File: config.mk
export PLATFORM = sky130hd
export DESIGN_NAME = csa_tree_pipe_flat
export DESIGN_NICKNAME = d
export VERILOG_FILES = /design/src/rtl/csa_tree_pipe_if.sv /design/src/rtl/csa_tree_pipe.sv /design/src/flat_wrapper.sv
export SDC_FILE = /design/constraint.sdc
export NUM_CORES = 1
export LEC_CHECK = 0
export BUFFER_PORTS_ARGS = -buffer_cell sky130_fd_sc_hd__buf_2
export CORE_AREA = 5 5 245 247
export CTS_BUF_LIST = sky130_fd_sc_hd__clkbuf_4 sky130_fd_sc_hd__clkbuf_8
export DETAILED_ROUTE_END_ITERATION = 6
export DIE_AREA = 0 0 250 252
export PLACE_DENSITY_LB_ADDON = 0.25
export REMOVE_ABC_BUFFERS = 1
export SETUP_SLACK_MARGIN = 0.4
export SLEW_MARGIN = 25
export SYNTH_ARGS = -nofsm -noshare
export SYNTH_HDL_FRONTEND = slang
export SYNTH_SLANG_ARGS = --single-unit
export TNS_END_PERCENT = 5
File: constraint.sdc
create_clock -name clk -period 2.8 [get_ports clk]
set_input_delay 0.42 -clock clk [delete_from_list [all_inputs] [get_ports clk]]
set_output_delay 0.42 -clock clk [all_outputs]
set_load 0.03 [all_outputs]
File: src/rtl/csa_tree_pipe_if.sv
// rtl/csa_tree_pipe_if.sv - operand/result stream bundle for csa_tree_pipe
// The slave side is the compressor; the master side is whoever feeds and drains it.
interface csa_tree_pipe_if #(
    parameter int WIDTH  = 128,
    parameter int NUM_IN = 3
) ();
    logic                    in_valid;
    logic                    in_ready;
    logic [NUM_IN*WIDTH-1:0] in_data;
    logic                    out_valid;
    logic                    out_ready;
    logic [WIDTH-1:0]        sum_o;
    logic [WIDTH-1:0]        carry_o;

    modport slave (
        input  in_valid, in_data, out_ready,
        output in_ready, out_valid, sum_o, carry_o
    );

    modport master (
        output in_valid, in_data, out_ready,
        input  in_ready, out_valid, sum_o, carry_o
    );
endinterface

File: src/rtl/csa_tree_pipe.sv
// rtl/csa_tree_pipe.sv - pipelined multi-operand carry-save compressor
// Cascaded 3:2 levels with a register after each, optional final carry-propagate stage.
module csa_tree_pipe #(
    parameter int WIDTH     = 128,
    parameter int NUM_IN    = 3,
    parameter int FINAL_ADD = 0
) (
    input  logic          clk,
    input  logic          rst_n,
    csa_tree_pipe_if.slave bus
);
    function automatic int rows_after(input int n, input int lv);
        int r;
        r = n;
        for (int i = 0; i < lv; i++) r = (r / 3) * 2 + (r % 3);
        return r;
    endfunction

    function automatic int num_levels(input int n);
        int r;
        int l;
        r = n;
        l = 0;
        while (r > 2) begin
            r = (r / 3) * 2 + (r % 3);
            l++;
        end
        return l;
    endfunction

    localparam int LV = num_levels(NUM_IN);
    localparam int D  = LV + FINAL_ADD;

    if (NUM_IN < 3 || NUM_IN > 9 || WIDTH < 4 || WIDTH > 256 ||
        (FINAL_ADD != 0 && FINAL_ADD != 1)) begin : g_param_check
        $fatal(1, "csa_tree_pipe: illegal parameter combination");
    end

    logic [D-1:0] v_q;
    logic [D-1:0] v_d;
    logic [D-1:0] en;

    // A stage may advance if it is empty or everything downstream of it advances.
    always_comb begin
        logic rdy;
        rdy = bus.out_ready;
        en  = '0;
        for (int s = D - 1; s >= 0; s--) begin
            rdy   = ~v_q[s] | rdy;
            en[s] = rdy;
        end
    end

    always_comb begin
        v_d = v_q;
        if (en[0]) v_d[0] = bus.in_valid;
        for (int s = 1; s < D; s++) begin
            if (en[s]) v_d[s] = v_q[s-1];
        end
    end

    always_ff @(posedge clk or negedge rst_n) begin
        if (!rst_n) v_q <= '0;
        else        v_q <= v_d;
    end

    for (genvar s = 0; s < LV; s++) begin : g_lvl
        localparam int RI = rows_after(NUM_IN, s);
        localparam int RO = rows_after(NUM_IN, s + 1);
        localparam int NG = RI / 3;

        logic [RI*WIDTH-1:0] d_in;
        logic [RO*WIDTH-1:0] row_d;
        logic [RO*WIDTH-1:0] row_q;
        logic                vin;

        if (s == 0) begin : g_src
            assign d_in = bus.in_data;
            assign vin  = bus.in_valid;
        end else begin : g_src
            assign d_in = g_lvl[s-1].row_q;
            assign vin  = v_q[s-1];
        end

        // Groups of three rows become a sum/carry pair; one or two leftovers pass through.
        always_comb begin
            logic [WIDTH-1:0] a;
            logic [WIDTH-1:0] b;
            logic [WIDTH-1:0] c;
            row_d = '0;
            a     = '0;
            b     = '0;
            c     = '0;
            for (int g = 0; g < NG; g++) begin
                a = d_in[(3*g)*WIDTH +: WIDTH];
                b = d_in[(3*g+1)*WIDTH +: WIDTH];
                c = d_in[(3*g+2)*WIDTH +: WIDTH];
                row_d[(2*g)*WIDTH +: WIDTH]   = a ^ b ^ c;
                row_d[(2*g+1)*WIDTH +: WIDTH] = ((a & b) | (a & c) | (b & c)) << 1;
            end
            for (int k = 0; k < RI - 3 * NG; k++) begin
                row_d[(2*NG+k)*WIDTH +: WIDTH] = d_in[(3*NG+k)*WIDTH +: WIDTH];
            end
        end

        always_ff @(posedge clk or negedge rst_n) begin
            if (!rst_n)              row_q <= '0;
            else if (en[s] && vin)   row_q <= row_d;
        end
    end

    if (FINAL_ADD != 0) begin : g_fin
        logic [WIDTH-1:0] tot_q;

        always_ff @(posedge clk or negedge rst_n) begin
            if (!rst_n)
                tot_q <= '0;
            else if (en[LV] && v_q[LV-1])
                tot_q <= g_lvl[LV-1].row_q[0 +: WIDTH] + g_lvl[LV-1].row_q[WIDTH +: WIDTH];
        end

        assign bus.sum_o   = tot_q;
        assign bus.carry_o = '0;
    end else begin : g_fin
        assign bus.sum_o   = g_lvl[LV-1].row_q[0 +: WIDTH];
        assign bus.carry_o = g_lvl[LV-1].row_q[WIDTH +: WIDTH];
    end

    assign bus.in_ready  = en[0];
    assign bus.out_valid = v_q[D-1];
endmodule
File: src/flat_wrapper.sv
// flat-port wrapper written by rule: the top's interface ports become plain ports
module csa_tree_pipe_flat 
#(
    parameter int WIDTH     = 128,
    parameter int NUM_IN    = 3,
    parameter int FINAL_ADD = 0
)
  (clk, rst_n, bus_in_valid, bus_in_data, bus_out_ready, bus_in_ready, bus_out_valid, bus_sum_o, bus_carry_o);
  csa_tree_pipe_if #(.WIDTH(WIDTH), .NUM_IN(NUM_IN)) bus_i ();
  input  logic clk;
  input  logic rst_n;
  input wire logic [$bits(bus_i.in_valid)-1:0] bus_in_valid;
  input wire logic [$bits(bus_i.in_data)-1:0] bus_in_data;
  input wire logic [$bits(bus_i.out_ready)-1:0] bus_out_ready;
  output wire logic [$bits(bus_i.in_ready)-1:0] bus_in_ready;
  output wire logic [$bits(bus_i.out_valid)-1:0] bus_out_valid;
  output wire logic [$bits(bus_i.sum_o)-1:0] bus_sum_o;
  output wire logic [$bits(bus_i.carry_o)-1:0] bus_carry_o;
  assign bus_i.in_valid = bus_in_valid;
  assign bus_i.in_data = bus_in_data;
  assign bus_i.out_ready = bus_out_ready;
  assign bus_in_ready = bus_i.in_ready;
  assign bus_out_valid = bus_i.out_valid;
  assign bus_sum_o = bus_i.sum_o;
  assign bus_carry_o = bus_i.carry_o;
  csa_tree_pipe #(.WIDTH(WIDTH), .NUM_IN(NUM_IN), .FINAL_ADD(FINAL_ADD)) u_core (.clk(clk), .rst_n(rst_n), .bus(bus_i));
endmodule
* Word-level counts from Yosys, hierarchy flattened
Cells that the tools add are included.
** Word-level totals
- Register bits :: 256
- Input port bits :: 388
- Output and inout port bits :: 258
- Word-level logic and storage cells :: 12
** Cells by class
- Bitwise operators :: 9
- Reductions and logical operators :: 1
** Operator list (count)
- $and A127 B127 Y127 :: 3
- $xor A128 B128 Y128 :: 2
- $or A127 B127 Y127 :: 2
- $logic_and A1 B1 Y1 :: 1
- $not A1 Y1 :: 1
- $or A1 B1 Y1 :: 1

* Longest topological paths before layout
- Word-level depth :: 3
- Gate-level depth with buffers :: 5
- Depth with buffers taken out :: 3

* Worst setup path after synthesis
Ideal clock, no wire load.
- Path type :: register to register
- From :: reg u_core.v_q, in the netlist u_core.bus.out_valid
- To :: reg u_core.g_lvl[0].row_q[195]
- Setup time :: 125 ps
- Data arrival time :: 1441 ps
- Setup slack :: 1234 ps
- Stages on the path, launching flop included :: 6
- Path buffers :: 2
- Period minus slack after synthesis :: 1566 ps
- Cell sequence :: dfrtp_1 > nand2b_4 > nand2_4 > buf_6 > buf_6 > mux2_4
** Between the ends
- Longest elaborated chain between the ends :: 3
** RTL lines
- start: declaration :: RTL line csa_tree_pipe.sv:39 : logic [D-1:0] v_q;
- start signal: assignment :: RTL line csa_tree_pipe.sv:64 : else v_q <= v_d;
- $not A1 Y1 :: RTL line csa_tree_pipe.sv:49 : rdy = ~v_q[s] | rdy;
- $or A1 B1 Y1 :: RTL line csa_tree_pipe.sv:49
- net bus_in_ready :: RTL line flat_wrapper.sv:15 : output wire logic [$bits(bus_i.in_ready)-1:0] bus_in_ready;
- $logic_and A1 B1 Y1 :: RTL line csa_tree_pipe.sv:108 : else if (en[s] && vin) row_q <= row_d;
- end signal: assignment :: RTL line csa_tree_pipe.sv:108
- end: declaration :: RTL line csa_tree_pipe.sv:74 : logic [RO*WIDTH-1:0] row_q;
The timed path passes the listed nets, and every way through them passes these cells.
A chain may end at the register's enable or synchronous reset.

* Worst setup path after layout
- From :: reg u_core.g_lvl[0].row_q[120]
- To :: out bus_sum_o[120]
** RTL lines
- end: declaration :: RTL line flat_wrapper.sv:17 : output wire logic [$bits(bus_i.sum_o)-1:0] bus_sum_o;
No word-level cell between the ends.

==> reports/metrics.csv <==
stage;metric;value;unit
power_and_ir_drop;power;13.8;mW
synth;async_reset_ff_frac;1.00;
routing;wire_per_inst;18.2;µm
global_route;grt_max_degree;91;
clock_tree;htree_levels;2;
global_route;grt_pass1_vias;9820;
floorplan;initial_core_util;0.232;
worst_setup_path;cp_slowest_cell;dfrtp_1;
sta;period_share;0.644;
sta;worstMarginPinSlew;0.790;ns
global_route;grt_overflow_total;0;
synth;synth.avg_cell_area;19.8;µm²
place;hpwl;31600;µm
synth;yosys_warnings;0;
cells_and_area;fillers;5780;
worst_setup_path;end_kind;output pin;
min_path;holdPathStages;2;
job;max_cap_viol_count;0;
worst_setup_path;crit_path_start_kind;flip-flop;
clock_tree;cts_sinks;256;
synth;yosysMostFrequentCell;dfrtp_1;
worst_setup_path;crit_buf_inv;1;
worst_setup_path;crit_fanout;3;
place;numPortBuffers;644;
routing;first_pass_iters;4;
cells_and_area;syn2layout_area_growth;37.9;%
floorplan;die_w;250;µm
floorplan;core;57400;µm²
worst_setup_path;crit_path_cell_trace;buf_2;
power_and_ir_drop;power_leakage;9.41;nW
clock_tree;root_buffer;clkbuf_8;
worst_setup_path;crit_type;reg -> out;
synth;syn_inst;673;
routing;first_iter_violations;265;
synth;synthDistinctLibCells;12;
status;status;complete, no violations;
floorplan;dieHeight;252;µm
cells_and_area;finalInstanceArea;18400;µm²
power_and_ir_drop;p_per_area;750;nW/µm²
worst_setup_path;critPathTopFamily;flip-flops;
global_route;grt.total_usage;0.120;
sta;clock-skew-final;0.0128;ns
synth;synth_edf_count;0;
synth;synth_top_area_share;0.481;
routing;wirelength;39600;µm
sta;max_freq;555;MHz
sta;grt_setup_unrepaired;false;
synth;ys_seq_area_frac;0.481;
floorplan;num_io_pins;646;
synth;synth_flop_cell;dfrtp_1;
worst_setup_path;critPathArrivalTime;1.38;ns
cells_and_area;nets;1887;
synth;syn_area;13300;µm²
clock_tree;cts_tree;done;
routing;vias_per_cell;3.83;
power_and_ir_drop;ir_drop;0.295;mV
synth;yosys-top-cells-area;dfrtp_1, mux2_4, fa_1, buf_12, buf_6;
routing;post-route-drc-count;0;
global_route;grt_antenna_before_repair;1;
floorplan;rows;88;
sta;slew_violations;0;
worst_setup_path;cp.depth;1;
worst_setup_path;cpPeakStageDelay;0.46;ns
floorplan;dieArea;63000;µm²
clock_tree;clock_latency;0.60;ns
synth;yosysTopAreaCell;dfrtp_1;
clock_tree;clk_path_buf_depth;3;
synth;synth-seq-cells;256;
routing;dr_total_vias;8323;
clock_tree;cts.clk_slew.worst_paths;0.06;ns
worst_setup_path;required;2.38;ns
sta;fin_crit;1.80;ns
sta;setup_slack;0.998;ns
synth;synthTopCellsByCount;dfrtp_1, mux2_4, fa_1;
worst_setup_path;ff2ff_path_depth;4;
place;pre_cts_ws;0.766;ns
sta;slew-limit-headroom;0.473;
min_path;hold_class;in -> reg;
cells_and_area;drive_gt1_frac;0.724;
place;place_congestion;0.940;
cells_and_area;utilization;0.320;
sta;setup_viol;0;
sta;finalHoldViolations;0;
global_route;grt_pass1_wl;59100;µm
clock_tree;numCtsBuffers;48;
sta;holdWs;0.115;ns
routing;antenna_left;0;
place;placed_area;17300;µm²
[path summary, 6_finish.rpt]
| path | startpoint | to | slack (ns) |
|---|---|---|---|
| min in group asynchronous | rst_n | u_core.g_lvl[0].row_q[9] | 0.44 |
| worst min-delay path | bus_in_valid | u_core.bus.out_valid | 0.12 |
| worst min register to register | u_core.g_lvl[0].row_q[228] | u_core.g_lvl[0].row_q[228] | 0.50 |
| worst max register to register | u_core.bus.out_valid | u_core.g_lvl[0].row_q[67] | 1.01 |
| worst max-delay path | u_core.g_lvl[0].row_q[120] | bus_sum_o[120] | 1.0 |
| max in group asynchronous | rst_n | u_core.g_lvl[0].row_q[208] | 1.47 |
[logic make-up after synthesis]
group	Yosys count	share of synthesized area
DFF	256	0.481
muxes	255	0.286
adders and majority gates	127	0.191
buffers and inverters	29	0.0387
and+or+nand+nor	3	0.00235
xor gates and xnor gates	2	0.00131
other	1	0.000281
[state kept, by name (all words and copies together), names as in the netlist]
register / cells
u_core.g_lvl.row_q: 255
u_core.bus.out_valid: 1
[stage by stage]
stage | std cells | TNS, ns
floorplan | 644 | -291.15
global placement | 2086 | 0
detailed placement | 2086 | 0
CTS | 2173 | 0
global route | 2173 | 0
finish | 2175 | 0
[layout make-up]
class / count / area [µm²] / share of cell area
multi-input cells: 388 / 6410 / 0.349
flip-flops and latches: 256 / 6410 / 0.349
repair buffers: 678 / 3540 / 0.193
clock buffers: 77 / 972 / 0.0529
well taps: 765 / 957 / 0.0521
clock inverters: 9 / 77.6 / 0.00422
diodes: 2 / 5.00 / 0.000272
[repair_timing]
item,4_1_cts,5_1_grt
buffers inserted,0,0
hold buffers,1,0
gates resized for setup,0,0
hold endpoints to repair,83,0
[layer usage]
metal,track usage,up-vias,routed length [µm]
met4,0.0416,0,1110
met3,0.0375,76,3120
met2,0.216,372,21100
met5,0,-,0
met1,0.135,4178,14300
li1,-,3697,-
[report_power, final]
part	total [mW]	internal [mW]	switching, mW
clock	3.93	2.29	1.65
sequential	4.94	4.48	0.453
combinational	4.90	2.04	2.86
total	13.8	8.81	4.96
[layout by cell type, fill, tap and decap left out, types with 2 or more instances in the layout]
| master | netlist | routed |
|---|---|---|
| fa_1 | 127 | 127 |
| buf_4 | 1 | 29 |
| clkbuf_4 | 0 | 14 |
| buf_2 | 0 | 643 |
| diode_2 | 0 | 2 |
| buf_12 | 22 | 4 |
| mux2_4 | 250 | 250 |
| clkinvlp_4 | 0 | 3 |
| clkbuf_8 | 0 | 63 |
| clkinv_2 | 0 | 5 |
| dfrtp_1 | 256 | 256 |
| mux2_2 | 5 | 5 |
| xnor2_1 | 2 | 2 |
No activity file was read; power rests on OpenSTA's default activity.
